--- config.mk ---
export PLATFORM = sky130hd
export DESIGN_NAME = prog_loader
export DESIGN_NICKNAME = d
export VERILOG_FILES = /design/src/rtl/prog_loader.sv
export SDC_FILE = /design/constraint.sdc
export NUM_CORES = 1
export LEC_CHECK = 0
export BUFFER_PORTS_ARGS = -buffer_cell sky130_fd_sc_hd__buf_2
export CORE_MARGIN = 8
export CORE_UTILIZATION = 40
export CTS_BUF_LIST = sky130_fd_sc_hd__clkbuf_16
export DETAILED_ROUTE_END_ITERATION = 8
export PLACE_DENSITY = 0.64
export SYNTH_ARGS = -nofsm -noshare
export SYNTH_HDL_FRONTEND = slang
export SYNTH_SLANG_ARGS = --single-unit
--- constraint.sdc ---
create_clock -name CLK -period 3.49 [get_ports CLK]
set_input_delay 0.5235 -clock CLK [delete_from_list [all_inputs] [get_ports CLK]]
set_output_delay 0.5235 -clock CLK [all_outputs]
set_load 0.01 [all_outputs]
--- src/rtl/prog_loader.sv ---
// Boot loader: length-prefixed little-endian byte stream -> 32-bit instruction-memory writes, core held in reset until done.
// One WRITE cycle per 4 accepted bytes; byte_ready drops outside LEN0/LEN1/DATA and the source must hold its byte.
module prog_loader #(
  parameter int                         DATA_WIDTH    = 32,
  parameter int                         ADDRESS_WIDTH = 32,
  parameter logic [ADDRESS_WIDTH-1:0]   BASE_ADDR     = 32'hBFC00000,
  parameter int                         IMEM_WORDS    = 1024
) (
  input  logic                     CLK,
  input  logic                     RST,
  input  logic                     start,
  input  logic                     byte_valid,
  input  logic [7:0]               byte_data,
  output logic                     byte_ready,
  output logic                     imem_we,
  output logic [ADDRESS_WIDTH-1:0] imem_addr,
  output logic [DATA_WIDTH-1:0]    imem_wd,
  output logic                     cpu_rst,
  output logic                     done,
  output logic                     err,
  output logic [15:0]              words_loaded
);

  localparam int LANES      = DATA_WIDTH / 8;
  localparam int LANE_W     = (LANES > 1) ? $clog2(LANES) : 1;
  localparam int ADDR_SHIFT = $clog2(LANES);

  typedef enum logic [2:0] {
    IDLE,
    LEN0,
    LEN1,
    DATA,
    WRITE,
    DONE,
    ERR
  } state_t;

  state_t              state;
  state_t              state_nxt;
  logic [15:0]         len;
  logic [15:0]         word_idx;
  logic [LANE_W-1:0]   byte_idx;
  logic [DATA_WIDTH-1:0] word;

  logic                accepting;
  logic                accept;
  logic [15:0]         len_full;
  logic                len_bad;
  logic                lane_last;
  logic                last_word;

  assign accepting = (state == LEN0) || (state == LEN1) || (state == DATA);
  assign accept    = byte_valid && accepting;
  // Full length as it will be once the high byte currently on the bus is latched.
  assign len_full  = {byte_data, len[7:0]};
  assign len_bad   = (len_full == 16'd0) || (32'(len_full) > 32'(IMEM_WORDS));
  assign lane_last = (byte_idx == LANE_W'(LANES - 1));
  assign last_word = (word_idx == (len - 16'd1));

  always_ff @(posedge CLK or posedge RST) begin
    if (RST) begin
      state <= IDLE;
    end else begin
      state <= state_nxt;
    end
  end

  always_comb begin
    state_nxt  = state;
    byte_ready = 1'b0;
    imem_we    = 1'b0;
    done       = 1'b0;
    err        = 1'b0;
    cpu_rst    = 1'b1;
    case (state)
      IDLE: begin
        if (start) state_nxt = LEN0;
      end
      LEN0: begin
        byte_ready = 1'b1;
        if (accept) state_nxt = LEN1;
      end
      LEN1: begin
        byte_ready = 1'b1;
        if (accept) state_nxt = len_bad ? ERR : DATA;
      end
      DATA: begin
        byte_ready = 1'b1;
        if (accept && lane_last) state_nxt = WRITE;
      end
      WRITE: begin
        imem_we   = 1'b1;
        state_nxt = last_word ? DONE : DATA;
      end
      DONE: begin
        done    = 1'b1;
        cpu_rst = 1'b0;
        if (start) state_nxt = LEN0;
      end
      ERR: begin
        err = 1'b1;
        if (start) state_nxt = LEN0;
      end
      default: state_nxt = IDLE;
    endcase
  end

  always_ff @(posedge CLK or posedge RST) begin
    if (RST) begin
      len          <= 16'd0;
      word_idx     <= 16'd0;
      byte_idx     <= '0;
      word         <= '0;
      words_loaded <= 16'd0;
    end else begin
      case (state)
        IDLE, DONE, ERR: begin
          if (start) begin
            words_loaded <= 16'd0;
            word_idx     <= 16'd0;
            byte_idx     <= '0;
          end
        end
        LEN0: begin
          if (accept) len[7:0] <= byte_data;
        end
        LEN1: begin
          if (accept) begin
            len[15:8] <= byte_data;
            byte_idx  <= '0;
            word_idx  <= 16'd0;
          end
        end
        DATA: begin
          if (accept) begin
            word[8*byte_idx +: 8] <= byte_data;
            byte_idx              <= byte_idx + LANE_W'(1);
          end
        end
        WRITE: begin
          words_loaded <= words_loaded + 16'd1;
          // Address stays on the last word once the image is complete.
          if (!last_word) word_idx <= word_idx + 16'd1;
        end
        default: ;
      endcase
    end
  end

  assign imem_addr = BASE_ADDR + (ADDRESS_WIDTH'(word_idx) << ADDR_SHIFT);
  assign imem_wd   = word;

endmodule

==> reports/summary.txt <==
status: finished, final reports clean
Layout area overhead: 16.2%
CTS tree: yes
Slew Limit Headroom: 29.5%
Critical Path Slowest Stage Cell: a2111oi_0
die area: 15600 um^2
Final Cell Area: 5520 um^2
Inserted Clock Buffers: 9
first-pass GRT wire length: 20500 um
initial antenna violation count: 0
Sw Ratio: 38.7%
Async SR Flop Fraction: 100%
vias per inst: 5.53
number of synthesized flops with an enable pin: 0
setup bufs post-CTS: 0
CP endpoint kind: flip-flop
register bit total from synthesis: 85
Static Leakage: 2.57 nW
final core occ: 46.7%
Synth Area per Inst: 8.95 um^2
root buf cell: clkbuf_16
Initial Util: 40.2%
vias in the first global route: 4002
CP Max Fanout: 30
worst hold path type: in2async
Worst-Skew Late Latency: 0.34 ns
total global-route track usage: 15.8%
initial DRC count: 230
nets@finish: 617
Hold Fails Final Rpt: 0
WL final: 12400 um
WL per Instance: 16.5 um
Period minus WS final: 2.93 ns
ANT nets after route: 0
Crit path max-delay family: simple AND/OR/NAND/NOR gates
area share of the largest cell type after synthesis: 44.8%
sequential power share: 37.4%
die height: 125 um
gr ovfl total: 0
worst slack, placed: 0.612 ns
Internal Power: 0.00240 W
# IOs: 97
first drt pass iteration count: 5
antenna cells: 0
top cells by area, synth: dfrtp_1 (45%), nand2_1 (7.7%), o21ai_0 (7.1%)
clock-pin transition on the worst setup and hold timing paths: 0.07 ns
post-synthesis cell type count: 61
Syn Std Cell Area: 4750 um^2
CP Data Required Time: 3.67 ns
Die X: 125 um
Ys Warns: 0
Detailed Place HPWL: 8690 um
unrepaired setup endpoints after global routing: no
Final period util: 84.1%
Port Buf Inserts: 80
CTS Buffer Depth: 2
cell count after synthesis: 531
max-cap viol count: 0
core footprint: 11800 um^2
R2R cell count: 9
Final setup viols: 0
Worst EP arrival: 3.11 ns
total number of vias: 4144
largest area contributor in the netlist: dfrtp_1
R2R Path Start: len[0]
PostCTS Resize Cnt: 0
power density cells: 710 nW/um^2
fmax: 341 MHz
peak supply drop: 0.357 mV
Worst Max-Slew Pin Slew: 1.06 ns
WS Path Type: reg2reg
Comb power frac: 35.2%
Top FF cell, synth: dfrtp_1
cts-stage hold buffer count: 0
Critical Path, Cell by Cell: inv_1 -> ha_1 -> or3b_1 -> nor2_1 -> nand2_1 -> a2111oi_0 -> and4_4 -> or4_1 -> a21oi_1
Sw Pwr: 0.00152 W
Critical path origin: len[0]
Clk pwr share: 27.3%
Slowest Stage Delay on Critical Path: 0.56 ns
reg2reg end: word_idx[10]
htree depth: 3
internal reg-to-reg setup slack: 0.56 ns
pins over their slew limit: 0
dpl cell area: 5190 um^2
register area share after synthesis: 44.8%
Design Power: 0.00392 W
Worst Path Buf+Inv: 1
# clock sinks: 85
row count: 40
DR DRC count: 0
Final WS setup: 0.556 ns
routability cong.: 0.824
setup TNS: 0 ns
skew final: 0.00455 ns
startpoint type of the worst setup path: flip-flop
largest net degree at the start of global routing: 86
fraction of layout cells with a size suffix above 1: 20.4%
## flip-flops by register name, summed over array words and instances, names as in the netlist
name          count
state             3
len              16
imem_wd          32
words_loaded     16
word_idx         16
byte_idx          2
## cell families (layout without fill, tap and decap cells)
kind of cell / after synthesis / in the layout / synth area share (%)
other cells: 2 / 16 / 0.158
buf+inv: 57 / 114 / 6.24
flops: 85 / 85 / 44.8
simple gates: 204 / 204 / 21.7
fa+ha+maj: 9 / 9 / 2.32
compound gates: 137 / 137 / 17.2
mux: 15 / 15 / 3.53
xor+xnor: 22 / 22 / 4.06
## worst reg2reg max path, delay by kind of cell, from the launching register on
family / cells / cell delay [ns]
and+or+nand+nor: 5 / 1.35
DFF: 1 / 0.45
adders and majority gates: 1 / 0.25
AOI/OAI and AO/OA: 2 / 0.62
buffers and inverters: 1 / 0.11
## synthesized netlist by cell type (4+ instances only)
library cell  instances
nor3b_1               5
a31oi_1               7
nor2_1               17
nand3_1              10
buf_4                17
and2_1                4
a21oi_1              22
o21ai_0              67
clkbuf_1             20
xnor2_1              15
o31ai_1               9
dfrtp_1              85
ha_1                  8
or3_1                 6
and3_1               10
or4_1                 9
mux2_2               14
inv_1                13
nor3_1                9
nand4_1              12
nor4_1                4
xor2_1                7
nand2_1              98
o21ai_1               5
## worst max-delay path by stage
stage | slack (ns) | end | cells past startpoint
detailed placement | 0.61 | word_idx[9] | 9
CTS | 0.57 | word_idx[15] | 9
floorplan | 0.77 | byte_idx[0] | 1
global route | 0.25 | word_idx[4] | 9
finish | 0.56 | word_idx[10] | 9
global placement | 0.75 | word_idx[14] | 9
## cell type report
cell class | count | area [um^2]
well taps | 147 | 184
repair buffers | 85 | 450
inverters | 13 | 50.0
multi-input cells | 403 | 2380
clock buffers | 9 | 225
flip-flops and latches | 85 | 2130
fillers | 1170 | 6290
clock inverters | 7 | 103
## through the flow
stage          std cells  hold WS (ns)
2_1_floorplan        545         0.501
3_3_place_gp         733         0.457
3_5_place_dp         733         0.465
4_1_cts              749         0.299
5_1_grt              749         0.325
6_report             749         0.230
## metal layers
metal | share of wire [%] | global-route usage [%] | up-vias
met3 | 5.4 | 3.02 | 19
met5 | 0 | 0 | -
met2 | 49 | 26.1 | 112
met4 | 1.5 | 5.87 | 0
li1 | - | - | 1992
met1 | 44 | 20.2 | 2021
## layout by cell type, fill, tap and decap left out, types with 14 or more instances in the layout
cell      n
nand2_1  98
dfrtp_1  85
buf_2    80
o21ai_0  67
a21oi_1  22
nor2_1   17
conb_1   16
xnor2_1  15
mux2_2   14
## power by group through the flow
| stage | logic [W] | clock network [W] | registers (W) |
|---|---|---|---|
| 4_1_cts | 0.00139 | 0.00109 | 0.00147 |
| 6_report | 0.00138 | 0.00107 | 0.00147 |
| 5_1_grt | 0.00154 | 0.00113 | 0.00151 |
| 3_5_place_dp | 0.00138 | 0 | 0.00149 |
| 3_3_place_gp | 0.00134 | 0 | 0.00147 |
| 2_1_floorplan | 0.00110 | 0 | 0.00139 |
(Power assumes the default switching activity.)
